## src/rtl/instr_cache_fetch_pkg.sv

```systemverilog
// Shared types, default parameters and address-split helpers for the
// instruction cache fetch front end.
package instr_cache_fetch_pkg;

   localparam int DEF_ADDR_W         = 32;
   localparam int DEF_DATA_W         = 32;
   localparam int DEF_SETS           = 16;
   localparam int DEF_WAYS           = 2;
   localparam int DEF_WORDS_PER_LINE = 2;
   localparam int DEF_CNT_W          = 32;

   typedef enum logic [1:0] {
      ST_IDLE,
      ST_FILL,
      ST_INSTALL
   } fetch_state_e;

   // Index width that never collapses to zero bits, so single-entry
   // selectors still declare as legal vectors.
   function automatic int sel_bits(input int n);
      return (n > 1) ? $clog2(n) : 1;
   endfunction

   function automatic int off_bits(input int words_per_line);
      return $clog2(words_per_line) + 2;
   endfunction

   function automatic int idx_bits(input int sets);
      return $clog2(sets);
   endfunction

   function automatic int tag_bits(input int addr_w, input int words_per_line, input int sets);
      return addr_w - off_bits(words_per_line) - idx_bits(sets);
   endfunction

endpackage

```

## src/rtl/instr_cache_fetch_if.sv

```systemverilog
// Fetch-side and memory-side signals of the instruction cache; the cache
// uses the slave modport, the IF stage / memory model uses master.
interface instr_cache_fetch_if
   import instr_cache_fetch_pkg::*;
#(
   parameter int ADDR_W = DEF_ADDR_W,
   parameter int DATA_W = DEF_DATA_W,
   parameter int CNT_W  = DEF_CNT_W
);
   logic [ADDR_W-1:0] PC_F;
   logic              fetch_req;
   logic              flush;
   logic [DATA_W-1:0] Instr_F;
   logic              instr_valid;
   logic              stall_f;
   logic              mem_req;
   logic [ADDR_W-1:0] mem_addr;
   logic              mem_rvalid;
   logic [DATA_W-1:0] mem_rdata;
   logic [CNT_W-1:0]  hit_cnt;
   logic [CNT_W-1:0]  miss_cnt;

   modport master (
      output PC_F, fetch_req, flush, mem_rvalid, mem_rdata,
      input  Instr_F, instr_valid, stall_f, mem_req, mem_addr, hit_cnt, miss_cnt
   );

   modport slave (
      input  PC_F, fetch_req, flush, mem_rvalid, mem_rdata,
      output Instr_F, instr_valid, stall_f, mem_req, mem_addr, hit_cnt, miss_cnt
   );
endinterface

```

## src/rtl/instr_cache_fetch_icache_way.sv

```systemverilog
// One cache way: per-set valid/tag/line storage with a combinational
// lookup port and a whole-line write port.
module icache_way
   import instr_cache_fetch_pkg::*;
#(
   parameter int SETS   = DEF_SETS,
   parameter int WORDS  = DEF_WORDS_PER_LINE,
   parameter int TAG_W  = 27,
   parameter int DATA_W = DEF_DATA_W,
   localparam int IDX_W  = idx_bits(SETS),
   localparam int WSEL_W = sel_bits(WORDS)
) (
   input  logic                         clk,
   input  logic                         reset,
   input  logic                         inval_all,
   input  logic [IDX_W-1:0]             rd_idx,
   input  logic [TAG_W-1:0]             rd_tag,
   input  logic [WSEL_W-1:0]            rd_word,
   output logic                         rd_valid,
   output logic                         rd_hit,
   output logic [DATA_W-1:0]            rd_data,
   input  logic                         wr_en,
   input  logic [IDX_W-1:0]             wr_idx,
   input  logic [TAG_W-1:0]             wr_tag,
   input  logic [WORDS-1:0][DATA_W-1:0] wr_line
);

   logic [SETS-1:0]              valid_q;
   logic [TAG_W-1:0]             tag_q  [SETS];
   logic [WORDS-1:0][DATA_W-1:0] data_q [SETS];

   always_ff @(posedge clk) begin
      if (reset || inval_all) begin
         valid_q <= '0;
      end else if (wr_en) begin
         valid_q[wr_idx] <= 1'b1;
      end
   end

   // Tag and data need no reset: they are never trusted without valid.
   always_ff @(posedge clk) begin
      if (wr_en) begin
         tag_q[wr_idx]  <= wr_tag;
         data_q[wr_idx] <= wr_line;
      end
   end

   assign rd_valid = valid_q[rd_idx];
   assign rd_hit   = rd_valid && (tag_q[rd_idx] == rd_tag);
   assign rd_data  = data_q[rd_idx][rd_word];

endmodule

```

## src/rtl/instr_cache_fetch.sv

```systemverilog
// Set-associative instruction cache front end: zero-cycle hit lookup,
// multi-beat refill FSM, victim selection and hit/miss counters.
//
// state      | meaning
// ST_IDLE    | look up PC_F; a miss latches line base and victim way
// ST_FILL    | request line beats from memory into the line buffer
// ST_INSTALL | write the buffered line into the victim way unless aborted
module instr_cache_fetch
   import instr_cache_fetch_pkg::*;
#(
   parameter int ADDR_W         = DEF_ADDR_W,
   parameter int DATA_W         = DEF_DATA_W,
   parameter int SETS           = DEF_SETS,
   parameter int WAYS           = DEF_WAYS,
   parameter int WORDS_PER_LINE = DEF_WORDS_PER_LINE,
   parameter int CNT_W          = DEF_CNT_W
) (
   input  logic               clk,
   input  logic               reset,
   instr_cache_fetch_if.slave bus
);

   localparam int OFF    = off_bits(WORDS_PER_LINE);
   localparam int IDX    = idx_bits(SETS);
   localparam int TAG    = tag_bits(ADDR_W, WORDS_PER_LINE, SETS);
   localparam int WSEL_W = sel_bits(WORDS_PER_LINE);
   localparam int WAY_W  = sel_bits(WAYS);
   localparam logic [WSEL_W-1:0] LAST_BEAT = WSEL_W'(WORDS_PER_LINE - 1);

   fetch_state_e                          state_q, state_d;
   logic [ADDR_W-1:0]                     base_q;
   logic [WAY_W-1:0]                      victim_q, victim_d;
   logic [WSEL_W-1:0]                     beat_q;
   logic                                  abort_q;
   logic [WORDS_PER_LINE-1:0][DATA_W-1:0] line_q;
   logic [WAY_W-1:0]                      rr_q [SETS];
   logic [CNT_W-1:0]                      hit_cnt_q, miss_cnt_q;

   logic [IDX-1:0]    pc_idx, base_idx;
   logic [TAG-1:0]    pc_tag, base_tag;
   logic [WSEL_W-1:0] pc_word;
   logic [WAYS-1:0]   way_hit, way_valid;
   logic [DATA_W-1:0] way_data [WAYS];
   logic              any_hit, hit, miss, install_we, victim_found;
   logic [DATA_W-1:0] hit_data;

   assign pc_idx   = bus.PC_F[OFF +: IDX];
   assign pc_tag   = bus.PC_F[ADDR_W-1 -: TAG];
   assign pc_word  = (WORDS_PER_LINE > 1) ? bus.PC_F[2 +: WSEL_W] : '0;
   assign base_idx = base_q[OFF +: IDX];
   assign base_tag = base_q[ADDR_W-1 -: TAG];

   // A flush landing on the install cycle also suppresses the write.
   assign install_we = (state_q == ST_INSTALL) && !abort_q && !bus.flush;

   for (genvar w = 0; w < WAYS; w++) begin : g_way
      icache_way #(
         .SETS(SETS), .WORDS(WORDS_PER_LINE), .TAG_W(TAG), .DATA_W(DATA_W)
      ) u_way (
         .clk(clk),           .reset(reset),      .inval_all(bus.flush),
         .rd_idx(pc_idx),     .rd_tag(pc_tag),    .rd_word(pc_word),
         .rd_valid(way_valid[w]), .rd_hit(way_hit[w]), .rd_data(way_data[w]),
         .wr_en(install_we && (victim_q == WAY_W'(w))),
         .wr_idx(base_idx),   .wr_tag(base_tag),  .wr_line(line_q)
      );
   end

   always_comb begin
      any_hit      = 1'b0;
      hit_data     = '0;
      victim_found = 1'b0;
      victim_d     = rr_q[pc_idx];
      for (int w = 0; w < WAYS; w++) begin
         if (way_hit[w]) begin
            any_hit  = 1'b1;
            hit_data = way_data[w];
         end
         if (!victim_found && !way_valid[w]) begin
            victim_found = 1'b1;
            victim_d     = WAY_W'(w);
         end
      end
   end

   assign hit  = (state_q == ST_IDLE) && bus.fetch_req && !bus.flush && any_hit;
   assign miss = (state_q == ST_IDLE) && bus.fetch_req && !bus.flush && !any_hit;

   always_comb begin
      state_d         = state_q;
      bus.instr_valid = hit;
      bus.Instr_F     = hit ? hit_data : '0;
      bus.stall_f     = bus.fetch_req && !hit;
      bus.mem_req     = 1'b0;
      bus.mem_addr    = '0;
      case (state_q)
         ST_IDLE: begin
            if (miss) state_d = ST_FILL;
         end
         ST_FILL: begin
            bus.stall_f  = 1'b1;
            bus.mem_req  = 1'b1;
            bus.mem_addr = base_q + (ADDR_W'(beat_q) << 2);
            if (bus.mem_rvalid && (beat_q == LAST_BEAT)) state_d = ST_INSTALL;
         end
         ST_INSTALL: begin
            bus.stall_f = 1'b1;
            state_d     = ST_IDLE;
         end
         default: state_d = ST_IDLE;
      endcase
   end

   always_ff @(posedge clk) begin
      if (reset) begin
         state_q    <= ST_IDLE;
         base_q     <= '0;
         victim_q   <= '0;
         beat_q     <= '0;
         abort_q    <= 1'b0;
         hit_cnt_q  <= '0;
         miss_cnt_q <= '0;
         for (int s = 0; s < SETS; s++) rr_q[s] <= '0;
      end else begin
         state_q <= state_d;
         if (hit) hit_cnt_q <= hit_cnt_q + 1'b1;
         case (state_q)
            ST_IDLE: begin
               if (miss) begin
                  base_q     <= {bus.PC_F[ADDR_W-1:OFF], {OFF{1'b0}}};
                  victim_q   <= victim_d;
                  miss_cnt_q <= miss_cnt_q + 1'b1;
                  abort_q    <= 1'b0;
               end
            end
            ST_FILL: begin
               if (bus.flush) abort_q <= 1'b1;
               if (bus.mem_rvalid) beat_q <= (beat_q == LAST_BEAT) ? '0 : beat_q + 1'b1;
            end
            ST_INSTALL: begin
               if (install_we) rr_q[base_idx] <= rr_q[base_idx] + 1'b1;
               abort_q <= 1'b0;
            end
            default: ;
         endcase
      end
   end

   always_ff @(posedge clk) begin
      if ((state_q == ST_FILL) && bus.mem_rvalid) line_q[beat_q] <= bus.mem_rdata;
   end

   assign bus.hit_cnt  = hit_cnt_q;
   assign bus.miss_cnt = miss_cnt_q;

endmodule

```

## src/flat_wrapper.sv

```systemverilog
// flat-port wrapper written by rule: the top's interface ports become plain ports
module instr_cache_fetch_flat import instr_cache_fetch_pkg::*;
#(
   parameter int ADDR_W         = DEF_ADDR_W,
   parameter int DATA_W         = DEF_DATA_W,
   parameter int SETS           = DEF_SETS,
   parameter int WAYS           = DEF_WAYS,
   parameter int WORDS_PER_LINE = DEF_WORDS_PER_LINE,
   parameter int CNT_W          = DEF_CNT_W
)
  (clk, reset, bus_PC_F, bus_fetch_req, bus_flush, bus_mem_rvalid, bus_mem_rdata, bus_Instr_F, bus_instr_valid, bus_stall_f, bus_mem_req, bus_mem_addr, bus_hit_cnt, bus_miss_cnt);
  instr_cache_fetch_if #(.ADDR_W(ADDR_W), .DATA_W(DATA_W), .CNT_W(CNT_W)) bus_i ();
  input  logic clk;
  input  logic reset;
  input wire logic [$bits(bus_i.PC_F)-1:0] bus_PC_F;
  input wire logic [$bits(bus_i.fetch_req)-1:0] bus_fetch_req;
  input wire logic [$bits(bus_i.flush)-1:0] bus_flush;
  input wire logic [$bits(bus_i.mem_rvalid)-1:0] bus_mem_rvalid;
  input wire logic [$bits(bus_i.mem_rdata)-1:0] bus_mem_rdata;
  output wire logic [$bits(bus_i.Instr_F)-1:0] bus_Instr_F;
  output wire logic [$bits(bus_i.instr_valid)-1:0] bus_instr_valid;
  output wire logic [$bits(bus_i.stall_f)-1:0] bus_stall_f;
  output wire logic [$bits(bus_i.mem_req)-1:0] bus_mem_req;
  output wire logic [$bits(bus_i.mem_addr)-1:0] bus_mem_addr;
  output wire logic [$bits(bus_i.hit_cnt)-1:0] bus_hit_cnt;
  output wire logic [$bits(bus_i.miss_cnt)-1:0] bus_miss_cnt;
  assign bus_i.PC_F = bus_PC_F;
  assign bus_i.fetch_req = bus_fetch_req;
  assign bus_i.flush = bus_flush;
  assign bus_i.mem_rvalid = bus_mem_rvalid;
  assign bus_i.mem_rdata = bus_mem_rdata;
  assign bus_Instr_F = bus_i.Instr_F;
  assign bus_instr_valid = bus_i.instr_valid;
  assign bus_stall_f = bus_i.stall_f;
  assign bus_mem_req = bus_i.mem_req;
  assign bus_mem_addr = bus_i.mem_addr;
  assign bus_hit_cnt = bus_i.hit_cnt;
  assign bus_miss_cnt = bus_i.miss_cnt;
  instr_cache_fetch #(.ADDR_W(ADDR_W), .DATA_W(DATA_W), .SETS(SETS), .WAYS(WAYS), .WORDS_PER_LINE(WORDS_PER_LINE), .CNT_W(CNT_W)) u_core (.clk(clk), .reset(reset), .bus(bus_i));
endmodule
```

## config.mk

```make
export PLATFORM = sky130hd
export DESIGN_NAME = instr_cache_fetch_flat
export DESIGN_NICKNAME = d
export VERILOG_FILES = /design/src/rtl/instr_cache_fetch_pkg.sv /design/src/rtl/instr_cache_fetch_if.sv /design/src/rtl/instr_cache_fetch_icache_way.sv /design/src/rtl/instr_cache_fetch.sv /design/src/flat_wrapper.sv
export SDC_FILE = /design/constraint.sdc
export NUM_CORES = 2
export LEC_CHECK = 0
export ABC_AREA = 1
export CORE_MARGIN = 2
export CORE_UTILIZATION = 25
export DETAILED_ROUTE_END_ITERATION = 16
export DONT_BUFFER_PORTS = 1
export PLACE_DENSITY = 0.39
export SYNTH_ARGS = -nofsm -noshare
export SYNTH_HDL_FRONTEND = slang
export SYNTH_HIERARCHICAL = 1
export SYNTH_SLANG_ARGS = --single-unit
```

## constraint.sdc

```tcl
create_clock -name clk -period 7.4 [get_ports clk]
set_clock_uncertainty 0.2 [all_clocks]
set_input_delay 0.37 -clock clk [delete_from_list [all_inputs] [get_ports clk]]
set_output_delay 0.37 -clock clk [all_outputs]
set_load 0.05 [all_outputs]
```

==> results.yml <==
sta:
  final_max_slew_viol_count: 316
  hold_violations: 0
  setup-violations-final: 0
  tightest_slew_ps: 2600
  clock.fmax_ghz: 0.151
  finalCriticalPeriod_ps: 6630
  rsz0062_at_grt: "false"
  relSlewSlack_pct: -73.5
  fin_tns_setup_ps: 0
  period_share_pct: 89.6
global_route:
  grt_max_degree: 665
  grt_pass1_wl_um: 603000
  grt.total_usage_pct: 16.7
  grt_overflow: 0
  grt_pass1_vias: 79000
  antenna_found_initial: 33
synthesis:
  yosysSeqAreaShare_pct: 73.5
  ys_warn_count: 6
  netlist_instances: 10000
  syn_area_per_cell_um2: 12.3
  yosysUniqueCellTypes: 51
  yosysTopAreaCell: "edfxtp_1"
  synth_top_area_share_pct: 71.3
  async_flop_share_pct: 0
  synth_edf_count: 2928
  synthTopCellsByArea: "edfxtp_1 71%, nor2_1 4.9%, o21ai_0 4.6%"
  ys.flop_type: "edfxtp_1"
  yosys_register_bits: 3062
  synthesis.area_um2: 123000
clocking:
  cts_sinks: 3062
  clk_pin_slew_ps: 60
  clockBufferDepth: 4
  numCtsBuffers: 336
  insertion_delay_ps: 970
  htree_levels: 5
  cts_tree: "yes"
  cts-root-buf: "clkbuf_16"
  cts_resized: 0
detailed_routing:
  routed_wl_um: 432000
  drc_errors: 0
  ant_nets: 0
  vias: 81100
  wire_per_inst_um: 25.8
  vias_per_cell: 4.84
  first_pass_iters: 7
  drt_iter0_markers: 7597
hold_path:
  whs_endpoint: "u_core/line_q[9]"
  hp-class: "in2reg"
  min_from: "bus_mem_rdata[9]"
  holdPathStages: 1
final_layout:
  area_delta_synth_final_pct: 15.6
  layout.nets: 10100
  fillCellCount: 49600
  fin_util_pct: 29.1
  drive_gt1_share_pct: 7.43
critical_path:
  worst-r2r-cell-count: 18
  rrSetupSlack_ps: 2650
  worstPathRequired_ps: 6830
  crit_arrival_ps: 6060
  critPathMaxFanout: 664
  crit_type: "in2out"
  rr_endpoint: "u_core/bus.hit_cnt[25]"
  r2r-start: "u_core/g_way[1].u_way/tag_q[10][8]"
  crit_path_start_kind: "primary input"
  end_kind: "primary output"
placement:
  port_buffers: 0
  gp_congestion: 0.751
  dp_hpwl_um: 208000
status:
  status: "complete, but fails checks"
  violations: "slew limit"
floorplanning:
  chipWidth_um: 706
  fp.dieH_um: 706
  io_pins: 200
  core_um2: 491000
  start_util_pct: 25.1
  fp-row-count: 257
  die-area_um2: 499000
pwr:
  power.density_nw_per_um2: 264
  irDropWorstVdd_uv: 198
  fin_total_pwr_mw: 37.7
  leakagePower_nw: 47.2
run:
  drv.max_cap_violation_count: 0
[layer usage]
layer	GRT usage (%)	vias to the layer above	wire length, µm
met3	2.18	612	22700
met5	0	-	146
met1	23.2	41900	197000
met2	27.5	2383	202000
li1	-	36200	-
met4	3.91	22	10000
[layout make-up]
cell class	instances	area [µm²]	area share (%)
inverters	500	1950	1.37
repair buffers	316	3340	2.34
multi-input cells	5801	28000	19.6
well taps	6475	8100	5.68
flip-flops and latches	3062	90600	63.5
clock buffers	435	9060	6.35
clock inverters	169	1550	1.09
diodes	5	12.5	0.00877
[cell usage after synthesis, types with 7 or more instances]
library cell  number
edfxtp_1        2928
nor2_1          1619
nand2_1         1403
o21ai_0         1130
nand3_1          660
inv_1            487
o221ai_1         396
clkbuf_1         312
buf_2            215
dfxtp_1          134
o22ai_1          116
o21ai_1          108
buf_4             72
a31oi_1           64
a32oi_1           62
a21oi_1           59
o211ai_1          39
a22oi_1           32
buf_1             30
nor3_1            29
buf_6             20
inv_2             11
or2_2             11
nand3b_1           8
nor2_4             7
[how the worst max path moves through the flow]
stage                                                to              start
floorplan           u_core/g_way[0].u_way/data_q[11][0]  u_core/state_q[0]
global placement                        bus_Instr_F[11]        bus_PC_F[4]
detailed placement                      bus_Instr_F[10]        bus_PC_F[4]
CTS                                     bus_Instr_F[10]        bus_PC_F[4]
global route                            bus_Instr_F[11]        bus_PC_F[4]
finish                                  bus_Instr_F[11]        bus_PC_F[4]
[sequential cells by signal, summed over array words and instances (netlist names), named ones only]
name and flops:
u_core/g_way.u_way/data_q 2048, u_core/g_way.u_way/tag_q 800, u_core/line_q 64, u_core/bus.hit_cnt 32, u_core/bus.miss_cnt 32, u_core/g_way.u_way/valid_q 32
u_core/base_q 29, u_core/rr_q 16, u_core/state_q 2, u_core/abort_q 1, u_core/beat_q 1, u_core/victim_q 1
[layout by cell type (no fill, tap or decap), drive strengths merged, types with 129 or more instances in the layout]
master and instances:
clkbuf 435, o21ai 1238, nand2 1412, edfxtp 2928
inv 509, dfxtp 134, clkinv 129, nand3 662
o221ai 396, buf 214, nor2 1636
[worst max-delay path, stage by stage]
cell and delay (ps):
inv_8 1150, buf_4 590, nand2_1 100, nand3_1 100, nand3_1 100, nand2_1 80, nand2_1 50, nand2_1 80
nand2_1 60, nor2_1 230, nand3_1 130, nor2_2 320, inv_1 140, nor2_4 420, buf_12 290, a22oi_1 250
nor2_1 710, buf_12 220
[per-stage QoR]
step / cells / hold slack [ps] / area, µm² / setup slack, ps
2_1_floorplan: 10000 / 235 / 123000 / 1740
3_3_place_gp: 16100 / 244 / 131000 / 1080
3_5_place_dp: 16100 / 247 / 131000 / 1270
4_1_cts: 16800 / 0.923 / 143000 / 1240
5_1_grt: 16800 / 17.0 / 143000 / 713
6_report: 16800 / 42.9 / 143000 / 766
[cell families after synthesis]
group | Yosys count | synth area share (%)
AO/OA/AOI/OAI | 2014 | 9.92
XOR/XNOR | 3 | 0.0213
adder cells (fa/ha/maj) | 6 | 0.0609
buffers and inverters | 1152 | 4.07
flip-flops | 3062 | 73.5
other | 1 | 0.00304
AND/OR/NAND/NOR | 3776 | 12.5
[where the power goes]
| group | total, mW | internal (mW) | switching [mW] | leakage [nW] |
|---|---|---|---|---|
| Sequential | 19.3 | 19.1 | 0.230 | 27.6 |
| Clock | 16.5 | 9.52 | 7.00 | 5.18 |
| Combinational | 1.82 | 0.497 | 1.32 | 14.4 |
| Total | 37.7 | 29.1 | 8.54 | 47.2 |
[repair_timing]
action,4_1_cts,5_1_grt
hold endpoints to repair,237,0
hold buffers,104,0
setup endpoints to repair,0,0
buffers inserted,0,0
(Power assumes the default switching activity.)
